===== src/rtl/ambm_arbiter.sv =====
// ambm_arbiter: round-robin arbiter feeding a single-slot alpha-max-plus-beta-min
// magnitude estimator (|z| ~= max + min/4), with saturation on overflow.
//
// Ports:
//   clk, reset            - clock, asynchronous active-high reset
//   req_valid/req_ready   - per-requester handshake; req_ready is a combinational one-hot grant
//   req_a, req_b          - packed operands, requester i at [i*WIDTH +: WIDTH]
//   out_valid/out_ready   - result handshake
//   out_result/out_id/out_ovf - estimate, owning requester, saturation flag
//   busy                  - high whenever an operation is in flight
module ambm_arbiter #(
    parameter int unsigned WIDTH = 27,
    parameter int unsigned N_REQ = 4
) (
    input  logic                       clk,
    input  logic                       reset,
    input  logic [N_REQ-1:0]           req_valid,
    output logic [N_REQ-1:0]           req_ready,
    input  logic [N_REQ*WIDTH-1:0]     req_a,
    input  logic [N_REQ*WIDTH-1:0]     req_b,
    output logic                       out_valid,
    input  logic                       out_ready,
    output logic [WIDTH-1:0]           out_result,
    output logic [$clog2(N_REQ)-1:0]   out_id,
    output logic                       out_ovf,
    output logic                       busy
);

    localparam int unsigned ID_W = $clog2(N_REQ);

    typedef enum logic [1:0] {
        IDLE = 2'd0,
        CALC = 2'd1,
        DONE = 2'd2
    } state_t;

    state_t            state_q, state_d;
    logic [ID_W-1:0]   ptr_q, ptr_d;
    logic [WIDTH-1:0]  a_q, a_d;
    logic [WIDTH-1:0]  b_q, b_d;
    logic [ID_W-1:0]   id_q, id_d;
    logic [WIDTH-1:0]  res_q, res_d;
    logic [ID_W-1:0]   out_id_q, out_id_d;
    logic              ovf_q, ovf_d;

    logic              grant_found;
    logic [ID_W-1:0]   grant_idx;
    logic [ID_W-1:0]   cand;
    logic [WIDTH-1:0]  op_max;
    logic [WIDTH-1:0]  op_min;
    logic [WIDTH:0]    sum;

    // Round-robin search starting just after the last accepted requester.
    // k = N_REQ wraps back to ptr itself, so it is searched last.
    always_comb begin
        grant_found = 1'b0;
        grant_idx   = '0;
        cand        = '0;
        for (int unsigned k = 1; k <= N_REQ; k++) begin
            cand = ID_W'(ptr_q + ID_W'(k));
            if (!grant_found && req_valid[cand]) begin
                grant_found = 1'b1;
                grant_idx   = cand;
            end
        end
    end

    // Magnitude estimate from the captured operand pair.
    always_comb begin
        op_max = (a_q > b_q) ? a_q : b_q;
        op_min = (a_q > b_q) ? b_q : a_q;
        sum    = (WIDTH+1)'(op_max) + (WIDTH+1)'(op_min >> 2);
    end

    // Next-state and datapath control.
    always_comb begin
        state_d   = state_q;
        ptr_d     = ptr_q;
        a_d       = a_q;
        b_d       = b_q;
        id_d      = id_q;
        res_d     = res_q;
        out_id_d  = out_id_q;
        ovf_d     = ovf_q;
        req_ready = '0;

        case (state_q)
            IDLE: begin
                // Grant is gated by reset so nothing is offered while reset is held.
                if (grant_found && !reset) begin
                    req_ready[grant_idx] = 1'b1;
                    a_d     = req_a[grant_idx*WIDTH +: WIDTH];
                    b_d     = req_b[grant_idx*WIDTH +: WIDTH];
                    id_d    = grant_idx;
                    ptr_d   = grant_idx;
                    state_d = CALC;
                end
            end
            CALC: begin
                if (sum[WIDTH]) begin
                    res_d = '1;
                    ovf_d = 1'b1;
                end else begin
                    res_d = sum[WIDTH-1:0];
                    ovf_d = 1'b0;
                end
                out_id_d = id_q;
                state_d  = DONE;
            end
            DONE: begin
                if (out_ready) begin
                    state_d = IDLE;
                end
            end
            default: begin
                state_d = IDLE;
            end
        endcase
    end

    // State and datapath registers.
    always_ff @(posedge clk or posedge reset) begin
        if (reset) begin
            state_q  <= IDLE;
            ptr_q    <= ID_W'(N_REQ - 1);
            a_q      <= '0;
            b_q      <= '0;
            id_q     <= '0;
            res_q    <= '0;
            out_id_q <= '0;
            ovf_q    <= 1'b0;
        end else begin
            state_q  <= state_d;
            ptr_q    <= ptr_d;
            a_q      <= a_d;
            b_q      <= b_d;
            id_q     <= id_d;
            res_q    <= res_d;
            out_id_q <= out_id_d;
            ovf_q    <= ovf_d;
        end
    end

    assign out_valid  = (state_q == DONE);
    assign busy       = (state_q != IDLE);
    assign out_result = res_q;
    assign out_id     = out_id_q;
    assign out_ovf    = ovf_q;

endmodule


===== config.mk =====
export PLATFORM = sky130hd
export DESIGN_NAME = ambm_arbiter
export DESIGN_NICKNAME = d
export VERILOG_FILES = /design/src/rtl/ambm_arbiter.sv
export SDC_FILE = /design/constraint.sdc
export NUM_CORES = 1
export LEC_CHECK = 0
export BUFFER_PORTS_ARGS = -buffer_cell sky130_fd_sc_hd__buf_2
export CORE_ASPECT_RATIO = 0.6
export CORE_MARGIN = 3
export CORE_UTILIZATION = 56
export CTS_CLUSTER_DIAMETER = 40
export DETAILED_ROUTE_END_ITERATION = 10
export PLACE_DENSITY = 0.93
export SLEW_MARGIN = 0
export SYNTH_ARGS = -nofsm -noshare
export SYNTH_HDL_FRONTEND = slang
export SYNTH_SLANG_ARGS = --single-unit
export TNS_END_PERCENT = 1

===== constraint.sdc =====
create_clock -name clk -period 9.29 [get_ports clk]
set_input_delay 1.858 -clock clk [delete_from_list [all_inputs] [get_ports clk]]
set_output_delay 1.858 -clock clk [all_outputs]
set_load 0.05 [all_outputs]

Yosys cells after proc, flatten, opt, wreduce, memory -nomap -nowiden
Index checks and enable logic that the tools add are counted.
{"block": "op_classes", "n_mux": 27, "magnitude_cmp": 7, "shifts": 2, "mul": 1, "n_reduce_logical": 13, "n_eq_ne": 4, "n_addsub": 4}
{"cell": "indexed part select 108 x 8 -> 27 bit", "count": 2}
{"cell": "2-to-1 mux 27 bit", "count": 3}
{"cell": "adder 27 x 25 -> 28 bit", "count": 1}
{"cell": "> comparator 27 bit", "count": 1}
{"cell": "< comparator 2 x 3 -> 1 bit, second input constant", "count": 5}
{"cell": "2-to-1 mux 2 bit", "count": 6}
{"cell": "2-to-1 mux 1 bit", "count": 10}
{"cell": "binary-select mux 1 bit (select 2 bit)", "count": 4}
{"cell": "2-to-1 mux 4 bit", "count": 2}
{"cell": "multiplier 2 x 5 -> 7 bit, second input constant", "count": 1}
{"cell": "case mux 2 bit (3 select lines)", "count": 1}
{"cell": "logical AND 1 bit", "count": 5}
{"cell": "adder 2 bit, second input constant", "count": 2}
{"cell": "zero test 1 bit", "count": 4}
{"cell": "AND reduction 2 bit", "count": 2}
{"cell": "adder 2 x 1 -> 2 bit, second input constant", "count": 1}
{"cell": "demux 1 bit (select 2 bit)", "count": 1}
{"cell": "equality test 2 x 1 -> 1 bit, second input constant", "count": 1}
{"cell": "equality test 2 bit, second input constant", "count": 1}
{"cell": ">= comparator 2 x 1 -> 1 bit, second input constant", "count": 1}
{"cell": "zero test 2 bit", "count": 1}
{"cell": "!= test 2 x 1 -> 1 bit, second input constant", "count": 1}
{"cell": "!= test 2 bit, second input constant", "count": 1}
{"cell": "nonzero test 2 bit", "count": 1}
{"block": "word_totals", "output_inout_bits": 36, "register_bits": 90, "inputBits": 223, "elab_cells": 66}

Longest topological paths before layout
Gate-level depths: netlist (run 1).
{"block": "depth", "depth_word": 19, "depth_mapped": 22, "depth_no_buf": 20}

Worst setup path after synthesis (run 1)
Ideal clock, no wire load.
{"block": "synth_path", "kind": "in2out", "startpoint": "input port req_valid[3]", "endpoint": "output port req_ready[0]", "setup_slack_ns": 3.036, "required_time_ns": 7.432, "path_buffers": 3, "stages": 8, "t_arrival_ns": 4.396, "cell_sequence": "nor2b_1 -> o21a_1 -> nor3_1 -> clkbuf_1 -> clkbuf_1 -> buf_1 -> inv_1 -> nor3_1"}
{"block": "synth_between", "elab_chain_cells": 18, "elab_cells_between_ends": 30, "classes_between": "order compare (2); mux (20); reduce/logical (8)"}
{"item": "from (decl)", "line": "17", "source": "input logic [N_REQ-1:0] req_valid,"}
{"item": "binary-select mux 1 bit (select 2 bit)", "line": "61", "source": "if (!grant_found && req_valid[cand]) begin"}
{"item": "2-to-1 mux 1 bit (not written as such)", "line": "61"}
{"item": "2-to-1 mux 1 bit", "line": "61"}
{"item": "zero test 1 bit", "line": "61"}
{"item": "logical AND 1 bit", "line": "61"}
{"item": "2-to-1 mux 1 bit", "line": "61"}
{"item": "zero test 1 bit", "line": "61"}
{"item": "logical AND 1 bit", "line": "61"}
{"item": "[... 2 more ...]"}
{"item": "logical AND 1 bit", "line": "61"}
{"item": "2-to-1 mux 2 bit", "line": "61"}
{"item": "< comparator 2 x 3 -> 1 bit (not written as such) / >= comparator 2 x 1 -> 1 bit (equally long branches)", "line": "91", "source": "req_ready[grant_idx] = 1'b1;"}
{"item": "logical AND 1 bit (not written as such)", "line": "91"}
{"item": "2-to-1 mux 1 bit (not written as such)", "line": "91"}
{"item": "demux 1 bit (select 2 bit)", "line": "91"}
{"item": "2-to-1 mux 4 bit (*)", "line": "90", "source": "if (grant_found && !reset) begin"}
{"item": "2-to-1 mux 4 bit (*)", "line": "87", "source": "case (state_q)"}
{"item": "to (decl)", "line": "18", "source": "output logic [N_REQ-1:0] req_ready,"}
Every way passes the cells marked *; elsewhere a longest branch is shown, timed or not. The select of a mux whose other input is x is not followed.

Final worst setup path (run 1)
{"block": "layout_path", "startpoint": "register a_q[10]", "endpoint": "register res_q[24], in the netlist out_result[24]"}
{"block": "layout_between", "elab_chain_cells": 4, "elab_cells_between_ends": 5, "classes_between": "add/sub (1); order compare (1); mux (3)"}
{"item": "from (decl)", "line": "39", "source": "logic [WIDTH-1:0] a_q, a_d;"}
{"item": "from (signal assigned)", "line": "126", "source": "a_q <= '0;"}
{"item": "from (signal assigned)", "line": "135", "source": "a_q <= a_d;"}
{"item": "> comparator 27 bit", "line": "70, 71"}
{"item": "2-to-1 mux 27 bit (on tied branches)", "line": "70, 71"}
{"item": "adder 27 x 25 -> 28 bit (*)", "line": "72", "source": "sum = (WIDTH+1)'(op_max) + (WIDTH+1)'(op_min >> 2);"}
{"item": "2-to-1 mux 27 bit (*)", "line": "100", "source": "if (sum[WIDTH]) begin"}
{"item": "to (signal assigned)", "line": "138", "source": "res_q <= res_d;"}
{"item": "to (decl)", "line": "42", "source": "logic [WIDTH-1:0] res_q, res_d;"}
Every way passes the cells marked *; elsewhere a longest branch is shown, timed or not.
A chain may end at the register's enable or synchronous reset.

==> metrics.md, run 1 <==
| Metric | Value |
|---|---|
| Data arrival time of the critical path | `6.00 ns` |
| Clock Sinks | `90` |
| CP top delay family | `compound AO/OA/AOI/OAI gates` |
| Fmax | `0.1747 GHz` |
| Die Ht | `95.86 um` |
| Worst Hold Endpoint | `ptr_q[0]` |
| Post-Synth Simple-Gate Area | `26.48%` |
| Warnings from Yosys | `0` |
| Clock Skew | `0.01131 ns` |
| Crit-path most repeated cell | `nand3_1` |
| # port buffers | `258` |
| Top_reg_cell synth | `dfrtp_1` |
| Die width | `155.8 um` |
| Hold Violations, Final | `0` |
| CP max-delay cell | `o31ai_4` |
| Final setup fails | `0` |
| Worst-Skew Late Latency | `0.35 ns` |
| Final non-filler cell total | `1429` |
| First-pass GRT wire length | `36.11 mm` |
| Filler cell count | `1093` |
| WL per Instance | `15.55 um` |
| Setup crit end kind | `flip-flop` |
| Largest family of logic cells by synthesized area | `simple AND/OR/NAND/NOR gates` |
| CP Data Required Time | `9.57 ns` |
| Initial antenna violation count | `0` |
| Slew HR | `31.54%` |
| Min-Delay Startpoint | `ptr_q[0]` |
| DRT Pass-1 Iters | `5` |
| DP HPWL | `17.24 mm` |
| Total number of vias | `8092` |
| CTS Hold Bufs | `0` |
| Layout Nets | `1530` |
| Async set-or-reset flop fraction in the synthesized netlist | `100.0%` |
| Syn Inst Count | `1042` |
| Critical-path cell list | `ha_1, a21oi_1, o21ai_1, o311ai_1, nand3_1, nand2_2, buf_4, mux2_2, ha_1, nand4_1, nor2_1, nand3_1, o211ai_2, nand3_1, a31o_2, o31ai_4, o22a_1` |
| Worst hold path depth | `2` |
| Reg2reg start | `a_q[10]` |
| Max Transition Viols Final | `0` |
| Setup_tns | `0 ns` |
| Final GP Congestion | `0.9825` |
| Hold WC Path Type | `reg2reg` |
| Starting Density | `57.91%` |
| GRT overflow | `0` |
| Synth cell types | `68` |
| Layout cell share with drive strength beyond 1 | `26.29%` |
| Most frequent cells in the layout | `352 x nand2_1, 258 x buf_2, 117 x o21ai_0` |
| Initial DRC count | `647` |
| Register area | `2255 um^2` |
| Placed Cells | `1413` |
| H-tree depth | `3` |
| Crit-path max cell delay | `0.88 ns` |
| Syn-to-layout area delta | `21.35%` |
| Post-DRT Antenna Nets | `0` |
| Buf/Inv on CP | `1` |
| DRC | `0` |
| Largest net degree at the start of global routing | `113` |
| Tot GR Track Use | `29.57%` |
| Tcrit/Tclk final | `61.61%` |
| Core Rows | `32` |
| Area of the multi-input gates | `4897 um^2` |
| # diodes | `0` |
| Max Cap Viol | `0` |
| Synth Area in Adders | `8.899%` |
| Sequential area share after synthesis | `29.92%` |
| Syn Nets | `1318` |
| WS Path Type | `reg2reg` |
| Finished Core Util | `70.28%` |
| R2r setup slk | `3.57 ns` |
| Post-CTS Resized | `0` |
| FF-to-FF path depth | `17` |
| Die Footprint | `14930 um^2` |
| RSZ-0062 raised after global routing | `false` |
| TritonCTS Buffers | `9` |
| Clk buf depth | `2` |
| DRT Wirelength | `22.22 mm` |
| Mapped cell area | `7536 um^2` |
| Worst Tran Pin Value | `1.027 ns` |
| Post-CTS setup repair buffer count | `0` |
| Core region area | `13010 um^2` |
| Vias/cell | `5.663` |
| RR Endpoint | `out_result[24]` |
| Type of element launching the critical path | `flip-flop` |
| Mux contribution to synthesized area | `3.918%` |
| Synth Area in Compound Gates | `22.76%` |
| Most common cell after layout, fill and taps aside | `nand2_1` |
| CTS tree | `done` |
| Crit-path max FO | `49` |
| Run status | `complete, no violations` |
| Xor/xnor share of the synthesized area | `2.557%` |
| CTS Root Cell | `clkbuf_16` |
| Mapped Avg Cell Area | `7.232 um^2` |
| EDFF count, synth | `0` |
| Ports | `259` |
| #FFs+latches synth | `90` |
| Tmin final | `5.724 ns` |
| Vias in the first global route | `7815` |
| Clock input transition at the sequential cells of the worst setup and hold paths | `0.06 ns` |
layer usage:
| metal | track usage [%] | up-vias | wire (um) |
|---|---|---|---|
| met2 | 51.84 | 347 | 10440 |
| met1 | 36.29 | 3662 | 9530 |
| met4 | 9.184 | 0 | 496 |
| li1 | - | 4028 | - |
| met5 | 0 | - | 0 |
| met3 | 7.502 | 55 | 1758 |
tightest hold or removal path: stages (launching register included):
cell	delay, ns
dfstp_2	0.38
nand2_1	0.05
nand2_1	0.05
flip-flops by register name (all words and copies together) (netlist names):
register	count
a_q	27
b_q	27
id_q	2
out_id	2
out_ovf	1
out_result	27
ptr_q	2
state_q	2
cell type report:
cell class	instances	share of cell area [%]
multi-input combinational	850	53.55
clock inverter	5	0.5883
tap	170	2.326
sequential	90	24.65
inverter	39	1.614
clock buffer	11	2.654
timing repair buffer	264	14.61
cell families (layout without fill, tap and decap cells):
family | Yosys count | count (layout)
flip-flops | 90 | 90
AO/OA/AOI/OAI | 268 | 268
AND/OR/NAND/NOR | 481 | 481
multiplexers | 26 | 26
buffers and inverters | 102 | 319
adder cells (fa/ha/maj) | 53 | 53
XOR/XNOR | 22 | 22
how the worst max path moves through the flow:
stage / from / end / slack, ns / cells after the start
floorplan: req_valid[3] / req_ready[0] / 3.04 / 8
global placement: req_valid[3] / req_ready[2] / 3.72 / 7
CTS: a_q[10] / out_result[24] / 3.64 / 17
global route: b_q[10] / out_result[16] / 3.14 / 18
detailed placement: req_valid[3] / req_ready[2] / 3.68 / 7
finish: a_q[10] / out_result[24] / 3.57 / 17
Yosys cell counts (8+ instances only):
master      n  area share [%]
clkbuf_1   51             2.5
nand3_1    59             3.9
o21ai_1    11            0.73
a21oi_1    30             2.0
nor2_1     28             1.4
dfrtp_1    88              29
o22a_1     25             2.9
mux2_2     25             3.7
o211ai_1   30             3.0
nand4_1     8            0.66
ha_1       52             8.6
a21o_1      9            0.90
o21ai_0   117             7.8
nand2_1   352              18
xnor2_1    14             1.6
xor2_1      8            0.93
inv_1      39             1.9
stage by stage:
step / worst slack (ns) / hold slack (ns) / area [um^2]
finish: 3.566 / 0.4751 / 9145
global route: 3.145 / 0.4897 / 9145
CTS: 3.644 / 0.4746 / 9145
detailed placement: 3.677 / 0.4664 / 8848
global placement: 3.719 / 0.4608 / 8848
floorplan: 3.036 / 0.4386 / 7536
Power of run 1 is not shown: default switching activity piles up to over one toggle a cycle in this logic, so the estimate is an artifact.
==> run 2, diff against run 1 <==
--- a/config.mk
+++ b/config.mk
@@ -8,10 +8,10 @@
 export BUFFER_PORTS_ARGS = -buffer_cell sky130_fd_sc_hd__buf_2
 export CORE_ASPECT_RATIO = 0.6
 export CORE_MARGIN = 3
-export CORE_UTILIZATION = 56
+export CORE_UTILIZATION = 52
 export CTS_CLUSTER_DIAMETER = 40
 export DETAILED_ROUTE_END_ITERATION = 10
-export PLACE_DENSITY = 0.93
+export PLACE_DENSITY = 0.87
 export SLEW_MARGIN = 0
 export SYNTH_ARGS = -nofsm -noshare
 export SYNTH_HDL_FRONTEND = slang
==> constraint.sdc (replaced) <==
create_clock -name clk -period 5.8 [get_ports clk]
set_input_delay 1.16 -clock clk [delete_from_list [all_inputs] [get_ports clk]]
set_output_delay 1.16 -clock clk [all_outputs]
set_load 0.05 [all_outputs]
==> metrics.md, run 2 (synthesis gave the netlist of run 1 again) <==
| Metric | Value |
|---|---|
| DRT Wirelength | `22.57 mm (was 22.22 mm)` |
| Ports | `259 (unchanged)` |
| Tmin final | `5.200 ns (was 5.724 ns)` |
| Worst-Skew Late Latency | `0.35 ns (about the same)` |
| # diodes | `0 (unchanged)` |
| Post-CTS setup repair buffer count | `0 (unchanged)` |
| Filler cell count | `1250 (was 1093)` |
| Initial DRC count | `530 (was 647)` |
| Syn-to-layout area delta | `21.85% (was 21.35%)` |
| Vias/cell | `5.525 (was 5.663)` |
| DRT Pass-1 Iters | `5 (unchanged)` |
| # port buffers | `258 (unchanged)` |
| H-tree depth | `3 (unchanged)` |
| CTS Hold Bufs | `0 (unchanged)` |
| Clock Skew | `0.008000 ns (was 0.01131 ns)` |
| First-pass GRT wire length | `36.54 mm (was 36.11 mm)` |
| RSZ-0062 raised after global routing | `false (unchanged)` |
| Post-CTS Resized | `0 (unchanged)` |
| Tot GR Track Use | `27.63% (was 29.57%)` |
| Worst Tran Pin Value | `1.163 ns (was 1.027 ns)` |
| Register area | `2255 um^2 (unchanged)` |
| Type of element launching the critical path | `flip-flop (unchanged)` |
| CTS tree | `done (unchanged)` |
| Clock input transition at the sequential cells of the worst setup and hold paths | `0.07 ns (was 0.06 ns)` |
| Critical-path cell list | `ha_1, nand4_1, nor4_2, o311ai_1, nand3_1, nand2_2, o21ai_0, ha_1, inv_1, fa_1, nor2b_4, o31a_1, o41ai_2, a32oi_2, a2111o_1, a221oi_2, or4_1, a31o_1 (was ha_1, a21oi_1, o21ai_1, o311ai_1, nand3_1, nand2_2, buf_4, mux2_2, ha_1, nand4_1, nor2_1, nand3_1, o211ai_2, nand3_1, a31o_2, o31ai_4, o22a_1)` |
| Final setup fails | `0 (unchanged)` |
| WL per Instance | `15.52 um (was 15.55 um)` |
| Clk buf depth | `2 (unchanged)` |
| Layout cell share with drive strength beyond 1 | `26.47% (was 26.29%)` |
| Core region area | `13910 um^2 (was 13010 um^2)` |
| Total number of vias | `8034 (was 8092)` |
| Starting Density | `54.16% (was 57.91%)` |
| Initial antenna violation count | `0 (unchanged)` |
| Max Cap Viol | `0 (unchanged)` |
| Core Rows | `33 (was 32)` |
| Tcrit/Tclk final | `89.66% (was 61.61%)` |
| Largest net degree at the start of global routing | `93 (was 113)` |
| Die width | `161.4 um (was 155.8 um)` |
| Setup crit end kind | `flip-flop (unchanged)` |
| Slew HR | `22.37% (was 31.54%)` |
| CP max-delay cell | `nor4_2 (was o31ai_4)` |
| DP HPWL | `17.57 mm (was 17.24 mm)` |
| Area of the multi-input gates | `4897 um^2 (unchanged)` |
| Run status | `complete, no violations (unchanged)` |
| Crit-path max cell delay | `0.50 ns (was 0.88 ns)` |
| Final hold slack | `0.4730 ns (was 0.4751 ns)` |
| Setup_tns | `0 ns (unchanged)` |
| Post-DRT Antenna Nets | `0 (unchanged)` |
| DRC | `0 (unchanged)` |
| Final GP Congestion | `0.9221 (was 0.9825)` |
| Most frequent cells in the layout | `352 x nand2_1, 258 x buf_2, 117 x o21ai_0 (unchanged)` |
| Hold Violations, Final | `0 (unchanged)` |
| WS Path Type | `reg2reg (unchanged)` |
| Hold WC Path Type | `reg2reg (unchanged)` |
| CTS Root Cell | `clkbuf_16 (unchanged)` |
| Most common cell after layout, fill and taps aside | `nand2_1 (unchanged)` |
| Vias in the first global route | `7696 (was 7815)` |
| Crit-path max FO | `29 (was 49)` |
| Data arrival time of the critical path | `5.44 ns (was 6.00 ns)` |
| Max Transition Viols Final | `0 (unchanged)` |
| Die Ht | `99.25 um (was 95.86 um)` |
| Clock Sinks | `90 (unchanged)` |
| Layout Nets | `1533 (was 1530)` |
| TritonCTS Buffers | `9 (unchanged)` |
| GRT overflow | `0 (unchanged)` |
| Die Footprint | `16020 um^2 (was 14930 um^2)` |
| Crit-path most repeated cell | `ha_1 (was nand3_1)` |
| Fmax | `0.1923 GHz (was 0.1747 GHz)` |
| CP Data Required Time | `6.04 ns (was 9.57 ns)` |
[run 2: cell types whose count changed in the layout (fill, tap and decap cells not counted), sizes merged]
cell	previous run	this run
buf	264	267
clkinvlp	0	2
bufinv	1	0
clkbuf	11	10
clkinv	5	4
inv	38	39
[run 2: critical path, delay by kind of cell, from the launching register on]
kind                     cells  cell delay, ns
AO/OA/AOI/OAI                8            1.86
AND/OR/NAND/NOR              6            1.72
adder cells (fa/ha/maj)      3            1.03
flip-flops                   1            0.41
buffers and inverters        1            0.07
[run 2: path summary, 6_finish.rpt]
| check | depth (start not counted) | slack (ns) | from | to |
|---|---|---|---|---|
| max | 18 | 0.60 | a_q[18] | out_result[26] |
| min | 2 | 0.47 | ptr_q[0] | ptr_q[0] |
| max reg2reg | 18 | 0.60 | a_q[18] | out_result[26] |
| min reg2reg | 2 | 0.47 | ptr_q[0] | ptr_q[0] |
| max in group asynchronous | 3 | 3.75 | reset | b_q[26] |
| min in group asynchronous | 2 | 1.00 | reset | id_q[0] |
[run 2: through the flow]
stage	utilization [%]	instances	instance area, um^2	worst slack [ns]
3_5_place_dp	64.04	1438	8911	0.7548
3_3_place_gp	64.04	1438	8911	0.8924
2_1_floorplan	-	1042	7536	0.9419
6_report	65.99	1454	9183	0.5996
5_1_grt	65.99	1454	9183	0.2109
4_1_cts	65.99	1454	9183	0.7159
[run 2: area by class of cell]
class,instances,share of cell area (%)
Clock buffer,10,2.494
Clock inverter,6,0.4633
Inverter,39,1.608
Multi-Input combinational cell,850,53.33
Sequential cell,90,24.55
Tap cell,192,2.616
Timing Repair Buffer,267,14.93
[run 2: layer usage]
layer / global-route usage [%] / up-vias / wire [um]
met5: 0 / - / 0
met3: 5.701 / 36 / 1517
met2: 46.86 / 255 / 10600
met1: 36.34 / 3712 / 10010
li1: - / 4031 / -
met4: 7.204 / 0 / 437
Power of run 2 is left out for the same reason.
==> run 3, diff against run 2 <==
--- a/config.mk
+++ b/config.mk
@@ -12,6 +12,7 @@
 export CTS_CLUSTER_DIAMETER = 40
 export DETAILED_ROUTE_END_ITERATION = 10
 export PLACE_DENSITY = 0.87
+export RECOVER_POWER = 25
 export SLEW_MARGIN = 0
 export SYNTH_ARGS = -nofsm -noshare
 export SYNTH_HDL_FRONTEND = slang
==> metrics.md, run 3 (synthesis gave the netlist of run 1 again) <==
| Metric | Value |
|---|---|
| Worst Tran Pin Value | `2.374 ns (was 1.163 ns)` |
| Clock Sinks | `90 (unchanged)` |
| Tot GR Track Use | `27.63% (unchanged)` |
| Core region area | `13910 um^2 (unchanged)` |
| Initial antenna violation count | `0 (unchanged)` |
| Starting Density | `54.16% (unchanged)` |
| CP Data Required Time | `6.04 ns (about the same)` |
| DP HPWL | `17.57 mm (unchanged)` |
| DRC | `0 (unchanged)` |
| Total number of vias | `8036 (was 8034)` |
| Crit-path most repeated cell | `ha_1 (unchanged)` |
| Ports | `259 (unchanged)` |
| Tcrit/Tclk final | `89.69% (was 89.66%)` |
| WS Path Type | `reg2reg (unchanged)` |
| CP startpoint | `a_q[18] (unchanged)` |
| Initial DRC count | `528 (was 530)` |
| Max Cap Viol | `1 (was 0)` |
| Die Ht | `99.25 um (unchanged)` |
| Die width | `161.4 um (unchanged)` |
| DRT Pass-1 Iters | `5 (unchanged)` |
| Min-Delay Startpoint | `ptr_q[0] (unchanged)` |
| Die Footprint | `16020 um^2 (unchanged)` |
| Failing checks | `max-capacitance violations, max-slew violations` |
| Layout Nets | `1533 (unchanged)` |
| Core Rows | `33 (unchanged)` |
| Post-DRT Antenna Nets | `0 (unchanged)` |
| First-pass GRT wire length | `36.54 mm (unchanged)` |
| # port buffers | `258 (unchanged)` |
| Post-DP Area | `8911 um^2 (unchanged)` |
| Setup_tns | `0 ns (unchanged)` |
| Crit-path max cell delay | `0.50 ns (about the same)` |
| GRT overflow | `0 (unchanged)` |
| Syn-to-layout area delta | `21.78% (was 21.85%)` |
| R2r setup slk | `0.60 ns (about the same)` |
| Clk buf depth | `2 (unchanged)` |
| Fmax | `0.1922 GHz (was 0.1923 GHz)` |
| Layout cell share with drive strength beyond 1 | `26.31% (was 26.47%)` |
| Final hold slack | `0.4740 ns (was 0.4730 ns)` |
| Post-CTS setup repair buffer count | `0 (unchanged)` |
| # diodes | `0 (unchanged)` |
| Vias/cell | `5.527 (was 5.525)` |
| Tmin final | `5.202 ns (was 5.200 ns)` |
| Filler cell count | `1250 (unchanged)` |
| Final instance area | `9178 um^2 (was 9183 um^2)` |
| Type of element launching the critical path | `flip-flop (unchanged)` |
| Crit-path max FO | `29 (unchanged)` |
| CTS tree | `done (unchanged)` |
| H-tree depth | `3 (unchanged)` |
| RSZ-0062 raised after global routing | `false (unchanged)` |
| CTS Hold Bufs | `0 (unchanged)` |
| Critical-path cell list | `ha_1, nand4_1, nor4_2, o311ai_1, nand3_1, nand2_2, o21ai_0, ha_1, inv_1, fa_1, nor2b_4, o31a_1, o41ai_2, a32oi_2, a2111o_1, a221oi_2, or4_1, a31o_1 (unchanged)` |
| Slew HR | `-59.15% (was 22.37%)` |
| Buf/Inv on CP | `1 (unchanged)` |
| Post-CTS Resized | `0 (unchanged)` |
| Run status | `complete, but fails checks (was complete, no violations)` |
| CTS Root Cell | `clkbuf_16 (unchanged)` |
| Final GP Congestion | `0.9221 (unchanged)` |
| Max Transition Viols Final | `54 (was 0)` |
| Final setup fails | `0 (unchanged)` |
| TritonCTS Buffers | `9 (unchanged)` |
| Worst-Skew Late Latency | `0.35 ns (about the same)` |
| Vias in the first global route | `7696 (unchanged)` |
| Setup crit end kind | `flip-flop (unchanged)` |
| CP max-delay cell | `nor4_2 (unchanged)` |
| CP top delay family | `compound AO/OA/AOI/OAI gates (unchanged)` |
| Hold WC Path Type | `reg2reg (unchanged)` |
| Hold Violations, Final | `0 (unchanged)` |
| Data arrival time of the critical path | `5.44 ns (about the same)` |
| Most frequent cells in the layout | `352 x nand2_1, 257 x buf_2, 117 x o21ai_0 (was 352 x nand2_1, 258 x buf_2, 117 x o21ai_0)` |
| WL per Instance | `15.53 um (was 15.52 um)` |
| Reg2reg start | `a_q[18] (unchanged)` |
| DRT Wirelength | `22.59 mm (was 22.57 mm)` |
| Clock Skew | `0.007986 ns (was 0.008000 ns)` |
| Most common cell after layout, fill and taps aside | `nand2_1 (unchanged)` |
| Largest net degree at the start of global routing | `93 (unchanged)` |
| Clock input transition at the sequential cells of the worst setup and hold paths | `0.07 ns (about the same)` |
[run 3: worst min-delay path: stages (launching register included)]
cell	delay (ns)
dfstp_2	0.38
nand2_1	0.05
nand2_1	0.05
[run 3: final cells by class]
type                       count  area [um^2]  share of cell area, %
clock buffer                  10        229.0                  2.495
clock inverter                 6        42.54                 0.4635
timing repair buffer         267         1366                  14.89
inverter                      39        147.6                  1.609
multi-input combinational    850         4897                  53.36
sequential                    90         2255                  24.57
tap                          192        240.2                  2.618
[run 3: worst paths after layout]
kind	to	cells past startpoint
worst max-delay path	out_result[26]	18
worst min-delay path	ptr_q[0]	2
worst max register to register	out_result[26]	18
worst min register to register	ptr_q[0]	2
max in group asynchronous	b_q[26]	3
min in group asynchronous	id_q[0]	2
[run 3: metal layers]
layer  up-vias  wire [um]  global-route usage (%)
met1      3704      10060                   36.34
met3        36       1518                   5.701
li1       4031          -                       -
met2       265      10570                   46.86
met5         -          0                       0
met4         0        434                   7.204
[run 3: stage by stage]
| stage | util, % | std cells | setup WS [ns] |
|---|---|---|---|
| floorplan | - | 1042 | 0.9419 |
| global placement | 64.04 | 1438 | 0.8924 |
| detailed placement | 64.04 | 1438 | 0.7548 |
| CTS | 65.99 | 1454 | 0.7159 |
| global route | 65.96 | 1454 | 0.2081 |
| finish | 65.96 | 1454 | 0.5981 |
Power of run 3 is left out for the same reason.
